**config.mk**
```make
export PLATFORM = sky130hd
export DESIGN_NAME = board_renderer
export DESIGN_NICKNAME = d
export VERILOG_FILES = /design/src/rtl/board_renderer_pkg.sv /design/src/rtl/board_renderer_tile_neighbours.sv /design/src/rtl/board_renderer.sv
export SDC_FILE = /design/constraint.sdc
export NUM_CORES = 1
export LEC_CHECK = 0
export ABC_CLOCK_PERIOD_IN_PS = 8300
export CAP_MARGIN = 15
export CORE_ASPECT_RATIO = 0.6
export CORE_MARGIN = 2
export CORE_UTILIZATION = 60
export CTS_CLUSTER_DIAMETER = 150
export DETAILED_ROUTE_END_ITERATION = 16
export DONT_BUFFER_PORTS = 1
export PLACE_DENSITY_LB_ADDON = 0.25
export REMOVE_ABC_BUFFERS = 1
export SKIP_LAST_GASP = 1
export SYNTH_ARGS = -nofsm -noshare
export SYNTH_HDL_FRONTEND = slang
export SYNTH_SLANG_ARGS = --single-unit
```
**constraint.sdc**
```tcl
create_clock -name clk -period 8.3 [get_ports clk]
set_clock_uncertainty 0.05 [all_clocks]
set_input_delay 1.245 -clock clk [delete_from_list [all_inputs] [get_ports clk]]
set_output_delay 1.245 -clock clk [all_outputs]
set_load 0.005 [all_outputs]
```
**src/rtl/board_renderer_pkg.sv**
```systemverilog
// rtl/board_renderer_pkg.sv - shared colours, tile status bit positions and FSM encoding
package board_renderer_pkg;

    localparam logic [2:0] BLACK   = 3'b000;
    localparam logic [2:0] GREEN   = 3'b010;
    localparam logic [2:0] MAGENTA = 3'b101;
    localparam logic [2:0] RED     = 3'b100;
    localparam logic [2:0] CYAN    = 3'b011;
    localparam logic [2:0] WHITE   = 3'b111;

    // Tile status word: {stepped, flagged, mined, cursor, count[3:0]}
    localparam int BIT_STEPPED = 7;
    localparam int BIT_FLAGGED = 6;
    localparam int BIT_MINED   = 5;
    localparam int BIT_CURSOR  = 4;

    typedef enum logic [1:0] {IDLE, LOAD, DRAW, DONE} state_t;

endpackage

```
**src/rtl/board_renderer_tile_neighbours.sv**
```systemverilog
// rtl/board_renderer_tile_neighbours.sv - edge-aware mine count of the 8 neighbours of one tile
module tile_neighbours #(
    parameter int COLS = 8,
    parameter int ROWS = 8
) (
    input  logic [COLS*ROWS-1:0] mine_map,
    input  logic [3:0]           col,
    input  logic [3:0]           row,
    output logic [3:0]           count
);
    localparam int N  = COLS * ROWS;
    localparam int IW = (N > 1) ? $clog2(N) : 1;

    logic [IW-1:0] nb_idx;
    int            nr;
    int            nc;

    // Off-board neighbours are skipped so a tile never sees the far edge through index wrap.
    always_comb begin
        count  = '0;
        nb_idx = '0;
        nr     = 0;
        nc     = 0;
        for (int dr = -1; dr <= 1; dr++) begin
            for (int dc = -1; dc <= 1; dc++) begin
                nr = int'(row) + dr;
                nc = int'(col) + dc;
                if ((dr != 0 || dc != 0) && nr >= 0 && nr < ROWS && nc >= 0 && nc < COLS) begin
                    nb_idx = IW'(nr * COLS + nc);
                    count  = count + {3'b000, mine_map[nb_idx]};
                end
            end
        end
    end

endmodule

```
**src/rtl/board_renderer.sv**
```systemverilog
// rtl/board_renderer.sv - start/busy/done frame pass streaming one tile pixel per cycle to the plot sink
module board_renderer
    import board_renderer_pkg::*;
#(
    parameter int COLS   = 8,
    parameter int ROWS   = 8,
    parameter int TILE_W = 19,
    parameter int TILE_H = 14,
    parameter int X0     = 0,
    parameter int Y0     = 0
) (
    input  logic                 clk,
    input  logic                 resetn,
    input  logic                 start,
    input  logic                 dirty_mode,
    input  logic [COLS*ROWS-1:0] mine_map,
    input  logic [COLS*ROWS-1:0] flag_map,
    input  logic [COLS*ROWS-1:0] step_map,
    input  logic [COLS*ROWS-1:0] pos_map,
    input  logic [COLS*ROWS-1:0] dirty_map,
    input  logic                 plot_ready,
    output logic [7:0]           x,
    output logic [6:0]           y,
    output logic [2:0]           color,
    output logic                 plot,
    output logic                 busy,
    output logic                 done
);
    localparam int          N        = COLS * ROWS;
    localparam int          IW       = (N > 1) ? $clog2(N) : 1;
    localparam logic [7:0]  PX_LAST  = 8'(TILE_W - 1);
    localparam logic [7:0]  PY_LAST  = 8'(TILE_H - 1);
    localparam logic [3:0]  COL_LAST = 4'(COLS - 1);
    localparam logic [3:0]  ROW_LAST = 4'(ROWS - 1);
    localparam int          MIN_WH   = (TILE_W < TILE_H) ? TILE_W : TILE_H;

    state_t        state, state_n;
    logic [3:0]    col, row, col_n, row_n, col_adv, row_adv;
    logic [7:0]    px, py, px_n, py_n;
    logic [7:0]    tile, tile_n, snap;
    logic          dmode, dmode_n;
    logic [7:0]    x_n;
    logic [6:0]    y_n;
    logic [2:0]    color_n;
    logic          plot_n, busy_n, done_n;
    logic [3:0]    nb_count;
    logic [IW-1:0] idx;
    logic          last_tile;

    tile_neighbours #(.COLS(COLS), .ROWS(ROWS)) u_nb (
        .mine_map (mine_map),
        .col      (col),
        .row      (row),
        .count    (nb_count)
    );

    function automatic logic [7:0] pix_x(input logic [3:0] c, input logic [7:0] p);
        return 8'(X0 + int'(c) * TILE_W + int'(p));
    endfunction

    function automatic logic [6:0] pix_y(input logic [3:0] r, input logic [7:0] p);
        return 7'(Y0 + int'(r) * TILE_H + int'(p));
    endfunction

    // Priority: cursor frame, revealed mine, revealed count dots, flag glyph, covered.
    function automatic logic [2:0] pix_color(input logic [7:0] t, input logic [7:0] pxi, input logic [7:0] pyi);
        int hx, hy, dx, dy, cnt;
        logic [2:0] c;
        hx  = int'(pxi);
        hy  = int'(pyi);
        dx  = hx - TILE_W / 2;
        dy  = hy - TILE_H / 2;
        if (dx < 0) dx = -dx;
        if (dy < 0) dy = -dy;
        cnt = int'(t[3:0]);
        c   = BLACK;
        if (t[BIT_CURSOR] && (hx == 0 || hx == TILE_W - 1 || hy == 0 || hy == TILE_H - 1)) begin
            c = CYAN;
        end else if (t[BIT_STEPPED] && t[BIT_MINED]) begin
            c = (dx + dy <= MIN_WH / 3) ? BLACK : WHITE;
        end else if (t[BIT_STEPPED]) begin
            c = GREEN;
            for (int k = 0; k < 8; k++) begin
                if (k < cnt && hx == 2 + 2 * (k % 4) && hy == 2 + 2 * (k / 4)) c = MAGENTA;
            end
        end else if (t[BIT_FLAGGED]) begin
            if (hx >= TILE_W / 3 && hx < TILE_W / 2 && hy >= TILE_H / 4 && hy < TILE_H / 2)
                c = RED;
            else if (hx == TILE_W / 2 && hy >= TILE_H / 4 && hy < 3 * TILE_H / 4)
                c = WHITE;
        end
        return c;
    endfunction

    always_ff @(posedge clk) begin
        if (!resetn) begin
            state <= IDLE;
            col   <= '0;
            row   <= '0;
            px    <= '0;
            py    <= '0;
            tile  <= '0;
            dmode <= 1'b0;
            x     <= '0;
            y     <= '0;
            color <= '0;
            plot  <= 1'b0;
            busy  <= 1'b0;
            done  <= 1'b0;
        end else begin
            state <= state_n;
            col   <= col_n;
            row   <= row_n;
            px    <= px_n;
            py    <= py_n;
            tile  <= tile_n;
            dmode <= dmode_n;
            x     <= x_n;
            y     <= y_n;
            color <= color_n;
            plot  <= plot_n;
            busy  <= busy_n;
            done  <= done_n;
        end
    end

    always_comb begin
        idx       = IW'(int'(row) * COLS + int'(col));
        snap      = {step_map[idx], flag_map[idx], mine_map[idx], pos_map[idx], nb_count};
        last_tile = (col == COL_LAST) && (row == ROW_LAST);
        col_adv   = (col == COL_LAST) ? 4'd0 : col + 4'd1;
        row_adv   = (col == COL_LAST) ? row + 4'd1 : row;

        state_n = state;
        col_n   = col;
        row_n   = row;
        px_n    = px;
        py_n    = py;
        tile_n  = tile;
        dmode_n = dmode;
        x_n     = x;
        y_n     = y;
        color_n = color;
        plot_n  = plot;

        case (state)
            IDLE: begin
                plot_n = 1'b0;
                if (start) begin
                    dmode_n = dirty_mode;
                    col_n   = '0;
                    row_n   = '0;
                    state_n = LOAD;
                end
            end
            LOAD: begin
                if (dmode && !dirty_map[idx]) begin
                    if (last_tile) begin
                        state_n = DONE;
                    end else begin
                        col_n = col_adv;
                        row_n = row_adv;
                    end
                end else begin
                    // First pixel uses the fresh snapshot, since tile is only written this edge.
                    tile_n  = snap;
                    px_n    = '0;
                    py_n    = '0;
                    x_n     = pix_x(col, 8'd0);
                    y_n     = pix_y(row, 8'd0);
                    color_n = pix_color(snap, 8'd0, 8'd0);
                    plot_n  = 1'b1;
                    state_n = DRAW;
                end
            end
            DRAW: begin
                if (plot && plot_ready) begin
                    if (px == PX_LAST) begin
                        px_n = '0;
                        if (py == PY_LAST) begin
                            py_n   = '0;
                            plot_n = 1'b0;
                            if (last_tile) begin
                                state_n = DONE;
                            end else begin
                                state_n = LOAD;
                                col_n   = col_adv;
                                row_n   = row_adv;
                            end
                        end else begin
                            py_n = py + 8'd1;
                        end
                    end else begin
                        px_n = px + 8'd1;
                    end
                    if (plot_n) begin
                        x_n     = pix_x(col, px_n);
                        y_n     = pix_y(row, py_n);
                        color_n = pix_color(tile, px_n, py_n);
                    end
                end
            end
            default: begin
                state_n = IDLE;
            end
        endcase

        busy_n = (state_n == LOAD) || (state_n == DRAW);
        done_n = (state_n == DONE);
    end

endmodule

```
==> results.json, run 1 <==
{
  "ys_types": 88,
  "period_needed_ns": 8.01,
  "syn_area_um2": 12000,
  "rows": 39,
  "ys_top_cells_by_area": "mux4_2, ha_1, dfxtp_1",
  "first_global_vias": 10900,
  "synth-seq-area-share": 0.0936,
  "dieArea_um2": 21100,
  "coreArea_um2": 19300,
  "cp_num_buf_inv": 1,
  "maxSlewViolCount": 0,
  "period_share": 0.965,
  "setup_ws_ns": 0.292,
  "worst_pin_slew_ns": 1.05,
  "dp.cells": 1618,
  "synthAdderAreaFrac": 0.139,
  "syn_inst": 1370,
  "muxShareOfSynthArea": 0.302,
  "place_ws_ns": 0.176,
  "ctsResizeCount": 0,
  "r2r_slack_ns": 0.29,
  "instances_no_fill": 1662,
  "yosysTopAreaCell": "mux4_2",
  "slowest_stage": "nor4_1",
  "syn_area_per_cell_um2": 8.74,
  "cp.required_ns": 8.45,
  "yosys_warnings": 0,
  "ys_ff_latch": 56,
  "ios": 346,
  "die_w_um": 186,
  "clockRootBuffer": "clkbuf_16",
  "drive_above_1_share": 0.152,
  "gr-total-overflow": 0,
  "top_usage_layer": "met1",
  "peakVddDrop_mv": 0.0956,
  "slowest_delay_ns": 0.82,
  "htreeDepth": 2,
  "synthXorXnorAreaFrac": 0.0562,
  "drtAntennaViolNets": 0,
  "clk_pin_slew_ns": 0.08,
  "critPathCaptureType": "flop",
  "grt_util_met1": 0.621,
  "num_vias": 12500,
  "drc_errors": 0,
  "arrival_ns": 8.16,
  "viasPerCell": 7.55,
  "portBuffers": 0,
  "fin_nets": 1809,
  "dieHeight_um": 113,
  "hold_start": "tile[3]",
  "start_kind": "flop",
  "async_flop_share": 0,
  "cts_sinks": 56,
  "hold_buffers": 0,
  "first_pass_iters": 6,
  "yosysMostFrequentCell": "nand2_1",
  "drv_cap": 0,
  "cts_made_buffers": 5,
  "grt_max_degree": 113,
  "hold_path_class": "flop to flop",
  "grt.met2_usage": 0.557,
  "path_class": "flop to flop",
  "gr-usage-met3": 0.288,
  "yosysTopAreaCellShare": 0.252,
  "cts.path.max_buffers": 2,
  "pwr_density_cell_nw_per_um2": 128,
  "synth_ff_type": "dfxtp_1",
  "grt_pass1_wl_mm": 70.4,
  "fmax_mhz": 125,
  "gr-usage-all-layers": 0.446,
  "finalSetupViolCount": 0,
  "r2r_cells": 24,
  "yosys.area_share.simple": 0.179,
  "whs_endpoint": "tile[3]",
  "syn_to_final_growth_pct": 5.31,
  "drt-total-wl_mm": 48.6,
  "hpwl_mm": 40.3,
  "tns_ns": 0,
  "post_cts_buffers": 0,
  "cp_cell_sequence": "ha_1, nand4b_1, nor4_1, nor3_1, a21o_1, ha_1, nand2_1, nand2_1, nor3_1, nand3_1, nor2_1, xor2_1, inv_1, fa_1, nor2b_1, o31a_1, o32ai_1, nor4b_1, o2111ai_1, or4_1, nor4_1, nand4_1, nor3_1, o2bb2ai_1",
  "antenna_found_initial": 37,
  "synth_top_family_by_area": "multiplexers",
  "initial_core_util": 0.621,
  "reg2reg_from": "py[0]",
  "drtIter0Drc": 2100,
  "slew_headroom": 0.298,
  "synth-compound-area-share": 0.181,
  "synth_edf_count": 0,
  "place_congestion": 1.29,
  "cp_max_fo": 10,
  "hold_violations": 0,
  "hold_path_depth": 2,
  "wl_per_cell_um": 29.2,
  "path_delay_family": "simple AND/OR/NAND/NOR gates",
  "synthTopCellsByCount": "nand2_1, mux4_2, ha_1",
  "p_leak_uw": 0.00508,
  "status": "complete, no violations",
  "regToRegEndpoint": "color[1]",
  "clk-insertion-delay-late_ns": 0.31,
  "cts_tree": "built",
  "cp_common_cell": "nor3_1"
}
[area by class of cell]
cell class | instances | area, µm²
well taps | 266 | 333
inverters | 65 | 244
multi-input cells | 1205 | 10400
fillers | 1602 | 6660
flip-flops and latches | 56 | 1130
diodes | 35 | 87.6
clock inverters | 2 | 35.0
clock buffers | 6 | 129
repair buffers | 27 | 213
[registers in the layout, indices dropped and copies added, names as in the netlist]
signal and cells:
plot 1, state 2, done 1, y 7
row 4, busy 1, col 4, color 3
x 8, py 8, dmode 1, tile 8
px 8
[kinds of logic (layout without fill, tap and decap cells)]
logic type,Yosys count,count (layout)
muxes,193,193
other,1,73
adders and majority gates,125,125
DFF,56,56
xor gates and xnor gates,76,76
buffers and inverters,146,100
and+or+nand+nor,445,445
AOI/OAI and AO/OA,328,328
[worst register-to-register path, stage by stage (launching register included)]
cell	delay, ns
dfxtp_1	0.57
ha_1	0.28
nand4b_1	0.14
nor4_1	0.82
nor3_1	0.23
a21o_1	0.27
ha_1	0.26
nand2_1	0.09
nand2_1	0.10
nor3_1	0.50
nand3_1	0.36
nor2_1	0.21
xor2_1	0.25
inv_1	0.09
fa_1	0.44
nor2b_1	0.19
o31a_1	0.32
o32ai_1	0.22
nor4b_1	0.33
o2111ai_1	0.16
or4_1	0.51
nor4_1	0.82
nand4_1	0.31
nor3_1	0.28
o2bb2ai_1	0.11
[where the power goes]
group	switching [µW]	total [µW]	internal, µW
sequential	21.5	313	291
combinational	583	1050	464
clock	117	260	143
total	721	1620	898
[placed cells by master (no fill, tap or decap), drive strengths merged, types with 19 or more instances in the layout]
master	n
nand2	163
mux4	134
ha	111
a21oi	101
nor2	88
inv	62
o21ai	57
dfxtp	56
mux2i	54
xnor2	47
nand3	44
conb	38
diode	35
nor3	33
xor2	29
buf	26
o211ai	23
nand4	19
and2	19
[worst max path at each step]
stage | startpoint | to | slack, ns | depth (start not counted)
3_5_place_dp | col[1] | tile[1] | 0.18 | 39
3_3_place_gp | col[1] | tile[1] | 0.43 | 42
4_1_cts | col[1] | tile[1] | 0.13 | 39
2_1_floorplan | col[0] | tile[1] | -4.34 | 33
5_1_grt | col[1] | tile[2] | -0.02 | 43
6_report | py[0] | color[1] | 0.29 | 24
[routing by layer]
| layer | up-vias | share of wire |
|---|---|---|
| li1 | 5240 | - |
| met1 | 5966 | 0.40 |
| met2 | 1161 | 0.37 |
| met3 | 159 | 0.20 |
| met4 | 18 | 0.029 |
| met5 | - | 0.0048 |
[per-stage QoR]
stage | hold WS, ns | util | cell area (µm²) | total power [µW]
2_1_floorplan | 0.400 | - | 11800 | 1090
3_3_place_gp | 0.428 | 0.639 | 12300 | 1260
3_5_place_dp | 0.430 | 0.639 | 12300 | 1280
4_1_cts | 0.442 | 0.648 | 12500 | 1540
5_1_grt | 0.477 | 0.652 | 12600 | 1690
6_report | 0.446 | 0.654 | 12600 | 1620
Power figures use the tool's default switching activity.
==> run 2, diff against run 1 <==
Settings changed: ABC_CLOCK_PERIOD_IN_PS 8300 to 9300, PLACE_DENSITY set to 0.76, PLACE_DENSITY_LB_ADDON 0.25 to not set.
Clock period 8.3 ns to 9.3 ns, I/O delays scaled along.
==> results.json, run 2 (synthesis results as in run 1) <==
{
  "clockRootBuffer": "clkbuf_16",
  "drt-total-wl_mm": 47.7,
  "r2r_slack_ns": 0.49,
  "mostFrequentLayoutCells": "nand2_1, mux4_2, ha_1, a21oi_1, nor2_1",
  "routed-wl-met3_mm": 9.57,
  "cp.required_ns": 9.45,
  "start_kind": "flop",
  "gr-usage-all-layers": 0.444,
  "critPathCaptureType": "flop",
  "cts_tree": "built",
  "r2r_cells": 38,
  "ios": 346,
  "arrival_ns": 8.96,
  "slowest_delay_ns": 0.53,
  "status": "complete, no violations",
  "die_w_um": 186,
  "top_layer_used": "met5",
  "fin_nets": 1799,
  "cts.path.max_buffers": 2,
  "path_class": "flop to flop",
  "post_cts_buffers": 0,
  "maxSlewViolCount": 0,
  "cp_common_cell": "ha_1",
  "drtAntennaViolNets": 0,
  "placed_area_um2": 12200,
  "viasPerCell": 7.40,
  "drc_errors": 0,
  "slew_headroom": 0.243,
  "wl_per_cell_um": 29.0,
  "first_global_vias": 10900,
  "drive_above_1_share": 0.139,
  "peakVddDrop_mv": 0.0912,
  "rows": 39,
  "pwr_density_cell_nw_per_um2": 114,
  "first_pass_iters": 9,
  "reg2reg_from": "col[1]",
  "design_area_um2": 12500,
  "slowest_stage": "mux4_2",
  "clk_pin_slew_ns": 0.08,
  "hold_start": "color[1]",
  "cp_max_fo": 9,
  "worst_pin_slew_ns": 1.14,
  "clk-insertion-delay-late_ns": 0.31,
  "setup.worst_path.start": "col[1]",
  "dieHeight_um": 113,
  "hold_path_depth": 1,
  "drv_cap": 0,
  "layout_commonest_cell": "nand2_1",
  "hold_violations": 0,
  "dieArea_um2": 21100,
  "period_share": 0.947,
  "gr-total-overflow": 0,
  "portBuffers": 0,
  "coreArea_um2": 19300,
  "cts_sinks": 56,
  "ctsResizeCount": 0,
  "hpwl_mm": 39.6,
  "place_ws_ns": 0.692,
  "wl_met1_mm": 19.4,
  "rsz0062_at_grt": "false",
  "finalSetupViolCount": 0,
  "initial_core_util": 0.621,
  "setup_ws_ns": 0.490,
  "syn_to_final_growth_pct": 4.19,
  "cts_made_buffers": 5,
  "fmax_mhz": 114,
  "grt_pass1_wl_mm": 70.3,
  "place_congestion": 1.15,
  "hold_buffers": 0,
  "num_vias": 12200,
  "drtIter0Drc": 2145,
  "p_leak_uw": 0.00500,
  "wl_met2_mm": 17.1,
  "grt_max_degree": 83,
  "hold_path_class": "flop to flop",
  "period_needed_ns": 8.81,
  "antenna_found_initial": 36,
  "htreeDepth": 2
}
-- run 2: changes by cell type in the layout (fill, tap and decap cells not counted), sizes merged --
cell / previous run / this run
clkinv: 4 / 3
clkinvlp: 0 / 1
buf: 26 / 17
clkbuf: 7 / 5
diode: 35 / 29
inv: 62 / 63
-- run 2: worst paths after layout --
kind / to
max: tile[1]
min: color[1]
max reg2reg: tile[1]
min reg2reg: color[1]
-- run 2: report_power, final --
part	switching, µW	internal [µW]
Sequential	22.0	260
Combinational	512	404
Clock	100	128
-- run 2: through the flow --
| step | instances | utilization | total power, µW | TNS [ns] | hold slack [ns] |
|---|---|---|---|---|---|
| floorplan | 1326 | - | 975 | -12.56 | 0.400 |
| global placement | 1609 | 0.635 | 1120 | 0 | 0.437 |
| detailed placement | 1609 | 0.635 | 1140 | 0 | 0.442 |
| CTS | 1617 | 0.644 | 1360 | 0 | 0.455 |
| global route | 1643 | 0.647 | 1490 | 0 | 0.474 |
| finish | 1646 | 0.648 | 1430 | 0 | 0.458 |
-- run 2: final cells by class --
class,count,area (µm²)
multi-input cells,1205,10400
fillers,1601,6790
flip-flops and latches,56,1130
well taps,266,333
inverters,65,244
repair buffers,17,128
clock buffers,5,125
diodes,29,72.6
clock inverters,3,46.3
-- run 2: per-layer routing --
metal | track usage | vias to the layer above
li1 | - | 5218
met1 | 0.624 | 5853
met2 | 0.541 | 979
met3 | 0.291 | 107
met4 | 0.0923 | 20
met5 | 0.115 | -
-- run 2: critical path, delay by kind of cell (launching register included) --
kind | cells | cell delay, ns
buf+inv | 6 | 0.87
fa+ha+maj | 11 | 3.25
flops | 1 | 0.35
compound gates | 9 | 1.82
simple gates | 8 | 0.98
mux | 3 | 1.07
xor+xnor | 1 | 0.30
